**config.mk**
```make
export PLATFORM = sky130hd
export DESIGN_NAME = thread_join_tracker
export DESIGN_NICKNAME = d
export VERILOG_FILES = /design/src/rtl/thread_join_tracker.sv
export SDC_FILE = /design/constraint.sdc
export NUM_CORES = 1
export LEC_CHECK = 0
export ABC_AREA = 1
export CAP_MARGIN = 25
export CORE_MARGIN = 5
export CORE_UTILIZATION = 40
export CTS_CLUSTER_SIZE = 25
export DETAILED_ROUTE_END_ITERATION = 12
export PLACE_DENSITY = 0.59
export SYNTH_ARGS = -nofsm -noshare
export SYNTH_HDL_FRONTEND = slang
export SYNTH_SLANG_ARGS = --single-unit
```
**constraint.sdc**
```tcl
create_clock -name clk -period 1.93 [get_ports clk]
set_clock_uncertainty 0.2 [all_clocks]
set_input_delay 0.386 -clock clk [delete_from_list [all_inputs] [get_ports clk]]
set_output_delay 0.386 -clock clk [all_outputs]
set_load 0.05 [all_outputs]
```
**src/rtl/thread_join_tracker.sv**
```systemverilog
// Join side of a fork/join scheme: tracks outstanding worker threads, folds in
// completion events and reports when the join_all / join_any condition is met.
module thread_join_tracker #(
  parameter int NUM_THREADS = 4,
  parameter int TS_W        = 16,
  localparam int ID_W       = (NUM_THREADS > 1) ? $clog2(NUM_THREADS) : 1
) (
  input  logic                   clk,
  input  logic                   rst,
  input  logic                   fork_valid,
  output logic                   fork_ready,
  input  logic [NUM_THREADS-1:0] fork_mask,
  input  logic [1:0]             fork_mode,
  input  logic                   done_valid,
  input  logic [ID_W-1:0]        done_id,
  output logic                   join_valid,
  input  logic                   join_ready,
  output logic [NUM_THREADS-1:0] join_mask,
  output logic [TS_W-1:0]        join_elapsed,
  output logic                   busy,
  output logic                   err_spurious,
  output logic                   err_overlap
);

  typedef enum logic [1:0] {
    S_IDLE   = 2'b00,
    S_WAIT   = 2'b01,
    S_REPORT = 2'b10
  } state_t;

  localparam logic [1:0]      MODE_ANY  = 2'b01;
  localparam logic [1:0]      MODE_NONE = 2'b10;
  localparam logic [TS_W-1:0] CNT_MAX   = '1;

  function automatic logic [TS_W-1:0] sat_inc(input logic [TS_W-1:0] v);
    return (v == CNT_MAX) ? v : v + TS_W'(1);
  endfunction

  state_t                 state_q, state_d;
  logic [NUM_THREADS-1:0] pend_q, pend_d;
  logic [NUM_THREADS-1:0] trk_q, trk_d;
  logic [NUM_THREADS-1:0] cmp_q, cmp_d;
  logic [TS_W-1:0]        cnt_q, cnt_d;
  logic                   any_q, any_d;
  logic                   join_valid_q, join_valid_d;
  logic [NUM_THREADS-1:0] join_mask_q, join_mask_d;
  logic [TS_W-1:0]        join_elapsed_q, join_elapsed_d;
  logic                   busy_q, busy_d;
  logic                   err_spurious_q, err_spurious_d;
  logic                   err_overlap_q, err_overlap_d;

  logic [NUM_THREADS-1:0] done_hit;
  logic [NUM_THREADS-1:0] done_clr;
  logic [NUM_THREADS-1:0] cmp_next;
  logic                   join_met;

  // Decoding by comparison means an out-of-range id simply hits nothing.
  always_comb begin
    done_hit = '0;
    for (int i = 0; i < NUM_THREADS; i++) begin
      done_hit[i] = done_valid && (done_id == ID_W'(i));
    end
  end

  assign done_clr = done_hit & pend_q;
  assign cmp_next = cmp_q | (done_clr & trk_q);
  assign join_met = any_q ? (|(trk_q & cmp_next)) : ~(|(trk_q & ~cmp_next));

  always_comb begin
    state_d        = state_q;
    pend_d         = pend_q & ~done_clr;
    trk_d          = trk_q;
    cmp_d          = cmp_next;
    cnt_d          = cnt_q;
    any_d          = any_q;
    join_valid_d   = join_valid_q;
    join_mask_d    = join_mask_q;
    join_elapsed_d = join_elapsed_q;
    err_overlap_d  = 1'b0;
    err_spurious_d = done_valid && ~(|done_clr);

    case (state_q)
      S_IDLE: begin
        if (fork_valid) begin
          if (|(fork_mask & pend_q)) begin
            err_overlap_d = 1'b1;
          end else begin
            pend_d = pend_d | fork_mask;
            if ((fork_mask == '0) || (fork_mode == MODE_NONE)) begin
              state_d        = S_REPORT;
              join_valid_d   = 1'b1;
              join_mask_d    = '0;
              join_elapsed_d = '0;
            end else begin
              state_d = S_WAIT;
              trk_d   = fork_mask;
              cmp_d   = '0;
              cnt_d   = '0;
              any_d   = (fork_mode == MODE_ANY);
            end
          end
        end
      end
      S_WAIT: begin
        cnt_d = sat_inc(cnt_q);
        // cnt counts the accept cycle as 0, so this cycle's elapsed is cnt+1.
        if (join_met) begin
          state_d        = S_REPORT;
          join_valid_d   = 1'b1;
          join_mask_d    = cmp_next;
          join_elapsed_d = sat_inc(cnt_q);
        end
      end
      S_REPORT: begin
        if (join_ready) begin
          state_d      = S_IDLE;
          join_valid_d = 1'b0;
        end
      end
      default: state_d = S_IDLE;
    endcase

    busy_d = |pend_d;
  end

  always_ff @(posedge clk or posedge rst) begin
    if (rst) begin
      state_q        <= S_IDLE;
      pend_q         <= '0;
      trk_q          <= '0;
      cmp_q          <= '0;
      cnt_q          <= '0;
      any_q          <= 1'b0;
      join_valid_q   <= 1'b0;
      join_mask_q    <= '0;
      join_elapsed_q <= '0;
      busy_q         <= 1'b0;
      err_spurious_q <= 1'b0;
      err_overlap_q  <= 1'b0;
    end else begin
      state_q        <= state_d;
      pend_q         <= pend_d;
      trk_q          <= trk_d;
      cmp_q          <= cmp_d;
      cnt_q          <= cnt_d;
      any_q          <= any_d;
      join_valid_q   <= join_valid_d;
      join_mask_q    <= join_mask_d;
      join_elapsed_q <= join_elapsed_d;
      busy_q         <= busy_d;
      err_spurious_q <= err_spurious_d;
      err_overlap_q  <= err_overlap_d;
    end
  end

  assign fork_ready   = (state_q == S_IDLE);
  assign join_valid   = join_valid_q;
  assign join_mask    = join_mask_q;
  assign join_elapsed = join_elapsed_q;
  assign busy         = busy_q;
  assign err_spurious = err_spurious_q;
  assign err_overlap  = err_overlap_q;

endmodule

```
==> results of run 1 <==
[area by class of cell]
class / count / area, um2 / area share [%]
multi-input cells: 239 / 1430 / 35.5
clock inverters: 2 / 35.0 / 0.873
clock buffers: 6 / 82.6 / 2.06
well taps: 99 / 124 / 3.09
inverters: 48 / 183 / 4.55
flip-flops and latches: 55 / 1380 / 34.3
repair buffers: 82 / 790 / 19.7
[cell usage after synthesis, drive strengths merged]
master  instances
nand4          11
nand2          78
o21ai          56
ha              1
xor2            4
buf             6
a21oi           8
o21a            1
nor2           41
inv            48
dfrtp          55
nor3            9
xnor2           1
o31ai           3
clkbuf          1
nand3          23
a31oi           2
o22ai           1
[metrics by stage]
stage          hold WS, ns  std cells  worst slack, ns
2_1_floorplan        0.277        349          0.00107
3_3_place_gp         0.267        512           -0.415
3_5_place_dp         0.270        512           -0.437
4_1_cts              0.240        520           0.0252
5_1_grt              0.255        531          -0.0520
6_report             0.219        531           0.0139
[routing by layer]
metal / global-route usage [%] / wire (um) / up-vias
li1: - / - / 1303
met1: 18.4 / 3140 / 1227
met2: 28.0 / 3530 / 47
met3: 2.87 / 229 / 8
met4: 4.57 / 97 / 0
met5: 0 / 0 / -
[registers in the layout (all words and copies together), names as in the netlist]
register and flops:
err_overlap 1, cmp_q 4, join_mask 4, join_valid 1, busy 1, join_elapsed 16
cnt_q 16, pend_q 4, state_q 2, trk_q 4, err_spurious 1, any_q 1
[what timing repair did]
item                       CTS  global route
gates cloned                 0             5
pin swaps                    1            17
resized for setup            3            55
setup buffers                0             6
setup endpoints to repair   21            36
[cell families after synthesis]
logic type                 count (synthesis)
xor gates and xnor gates                   5
AOI/OAI and AO/OA                         71
adders and majority gates                  1
and+or+nand+nor                          162
DFF                                       55
buffers and inverters                     55
[worst register-to-register path: cells and delay by family (launching register included)]
family	cells	cell delay (ns)
AND/OR/NAND/NOR	5	0.42
buffers and inverters	2	0.37
AO/OA/AOI/OAI	3	0.39
flip-flops	1	0.43
[how the worst max path moves through the flow]
| stage | from | end | cells past startpoint |
|---|---|---|---|
| floorplan | rst | any_q | 1 |
| global placement | done_valid | join_elapsed[11] | 11 |
| detailed placement | done_valid | join_elapsed[13] | 11 |
| CTS | fork_mask[0] | join_elapsed[13] | 12 |
| global route | pend_q[2] | join_mask[1] | 10 |
| finish | pend_q[2] | join_mask[1] | 10 |
[power groups by stage]
stage                     clock network [mW]  registers, mW  logic (mW)
after global placement                     0           1.59        2.06
final                                  0.803           1.59        2.70
after global routing                   0.870           1.61        2.93
after detailed placement                   0           1.59        2.08
after floorplan                            0           1.79        1.17
after CTS                              0.830           1.57        2.08
==> qor.yml, run 1 <==
power_frac_clock_pct: 15.8
relSlewSlack_pct: 75.9
crit_family: "flip-flops"
crit_type: "register to register"
timing.rr.start: "pend_q[2]"
worstMarginPinSlew_ns: 0.358
grt_overflow: 0
totalPowerFinal_mw: 5.09
power.density_nw_per_um2: 1270
num_vias: 2585
status: "complete, no violations"
setup_viol: 0
dieArea_um2: 9000
route.detailed.drc: 0
rows: 31
dieWidth_um: 94.9
p_int_mw: 2.97
hold_viol: 0
startpoint_type: "register"
path_buf_inv: 2
layout_commonest_cell: "buf_4"
clkTransAtPathRegs_ns: 0.10
synth_area_leaders: "dfrtp_1 48%, nand2_1 9.4%, o21ai_2 5.8%"
initial_core_util_pct: 40.4
r2r-end: "join_mask[1]"
antennaDiodeCount: 0
rr_worst_depth: 10
antenna_found_initial: 0
tritoncts_num_sinks: 55
worstPathMaxFanout: 7
yosysUniqueCellTypes: 30
min_period_ns: 1.92
post-route-util_pct: 56.3
ios: 38
crit_chain: "buf_4, a21oi_2, nand2_2, nand2_2, nand2_2, a21oi_4, nand2_8, clkbuf_16, nand2_4, o21ai_2"
cts_root_buffer: "clkbuf_8"
numCtsBuffers: 5
finalCritPeriodShare_pct: 99.3
cp_data_required_time_ns: 1.93
synth_top_family_by_area: "simple AND/OR/NAND/NOR gates"
combPwrFrac_pct: 53.1
dp_hpwl_um: 4840
yosys_warnings: 0
layout_common_cells: "59 x buf_4, 55 x dfrtp_1, 51 x nand2_1"
fin_area_um2: 4020
wl_per_cell_um: 13.2
rsz0062_at_grt: "true"
die_y_um: 94.9
p_sw_mw: 2.12
fillers: 684
reg2reg_slack_ns: 0.01
synth-xor-area-share_pct: 1.52
syn2layout_area_growth_pct: 39.3
wl_um: 7000
fin_tns_setup_ns: 0
clkLatencyLatePin_ns: 0.31
drive_gt1_share_pct: 36.3
cts_hold_buf: 0
cts_tree: "done"
htreeDepth: 2
grt_usage_pct: 15.4
yosys.area_share.simple_pct: 26.0
slowest_delay_ns: 0.43
grt_pass1_vias: 2477
fin_nets: 445
ir_drop_uv: 1120
hold_class: "primary input to async pin"
syn_area_um2: 2880
vias_per_cell: 4.87
synthMuxAreaShare_pct: 0
drv_slew: 0
post_synth_inst_count: 349
synth_compound_area_share_pct: 15.9
core_um2: 7140
synth_top_area_share_pct: 47.8
cp.arrival_ns: 1.92
antenna_left: 0
syn_area_per_cell_um2: 8.26
drv_cap: 0
p_sw_share_pct: 41.6
place_area_um2: 3580
seqPwrFrac_pct: 31.2
synth_top_area_cell: "dfrtp_1"
cp_slowest_cell: "dfrtp_1"
grt_pass1_wl_um: 11000
max_clock_freq_mhz: 522
drt_iter0_drc: 123
dr.pass1.iters: 4
clockBufferDepth: 2
end_kind: "register"
syn_nets: 363
synthAdderAreaFrac_pct: 0.434
grt_start_max_net_pins: 56
ys_seq_elements: 55
cp_common_cell: "nand2_2"
io_buffers: 37
leakagePower_nw: 1.90
gp_congestion: 0.913
ys_seq_area_share_pct: 47.8
(Power assumes the default switching activity.)
==> run 2: changes to the inputs <==
--- a/config.mk
+++ b/config.mk
@@ -12,6 +12,7 @@
 export CTS_CLUSTER_SIZE = 25
 export DETAILED_ROUTE_END_ITERATION = 12
 export PLACE_DENSITY = 0.59
+export SLEW_MARGIN = 20
 export SYNTH_ARGS = -nofsm -noshare
 export SYNTH_HDL_FRONTEND = slang
 export SYNTH_SLANG_ARGS = --single-unit
==> results of run 2 <==
Same layout as run 1: the final DEF is identical, and so are final timing and power.
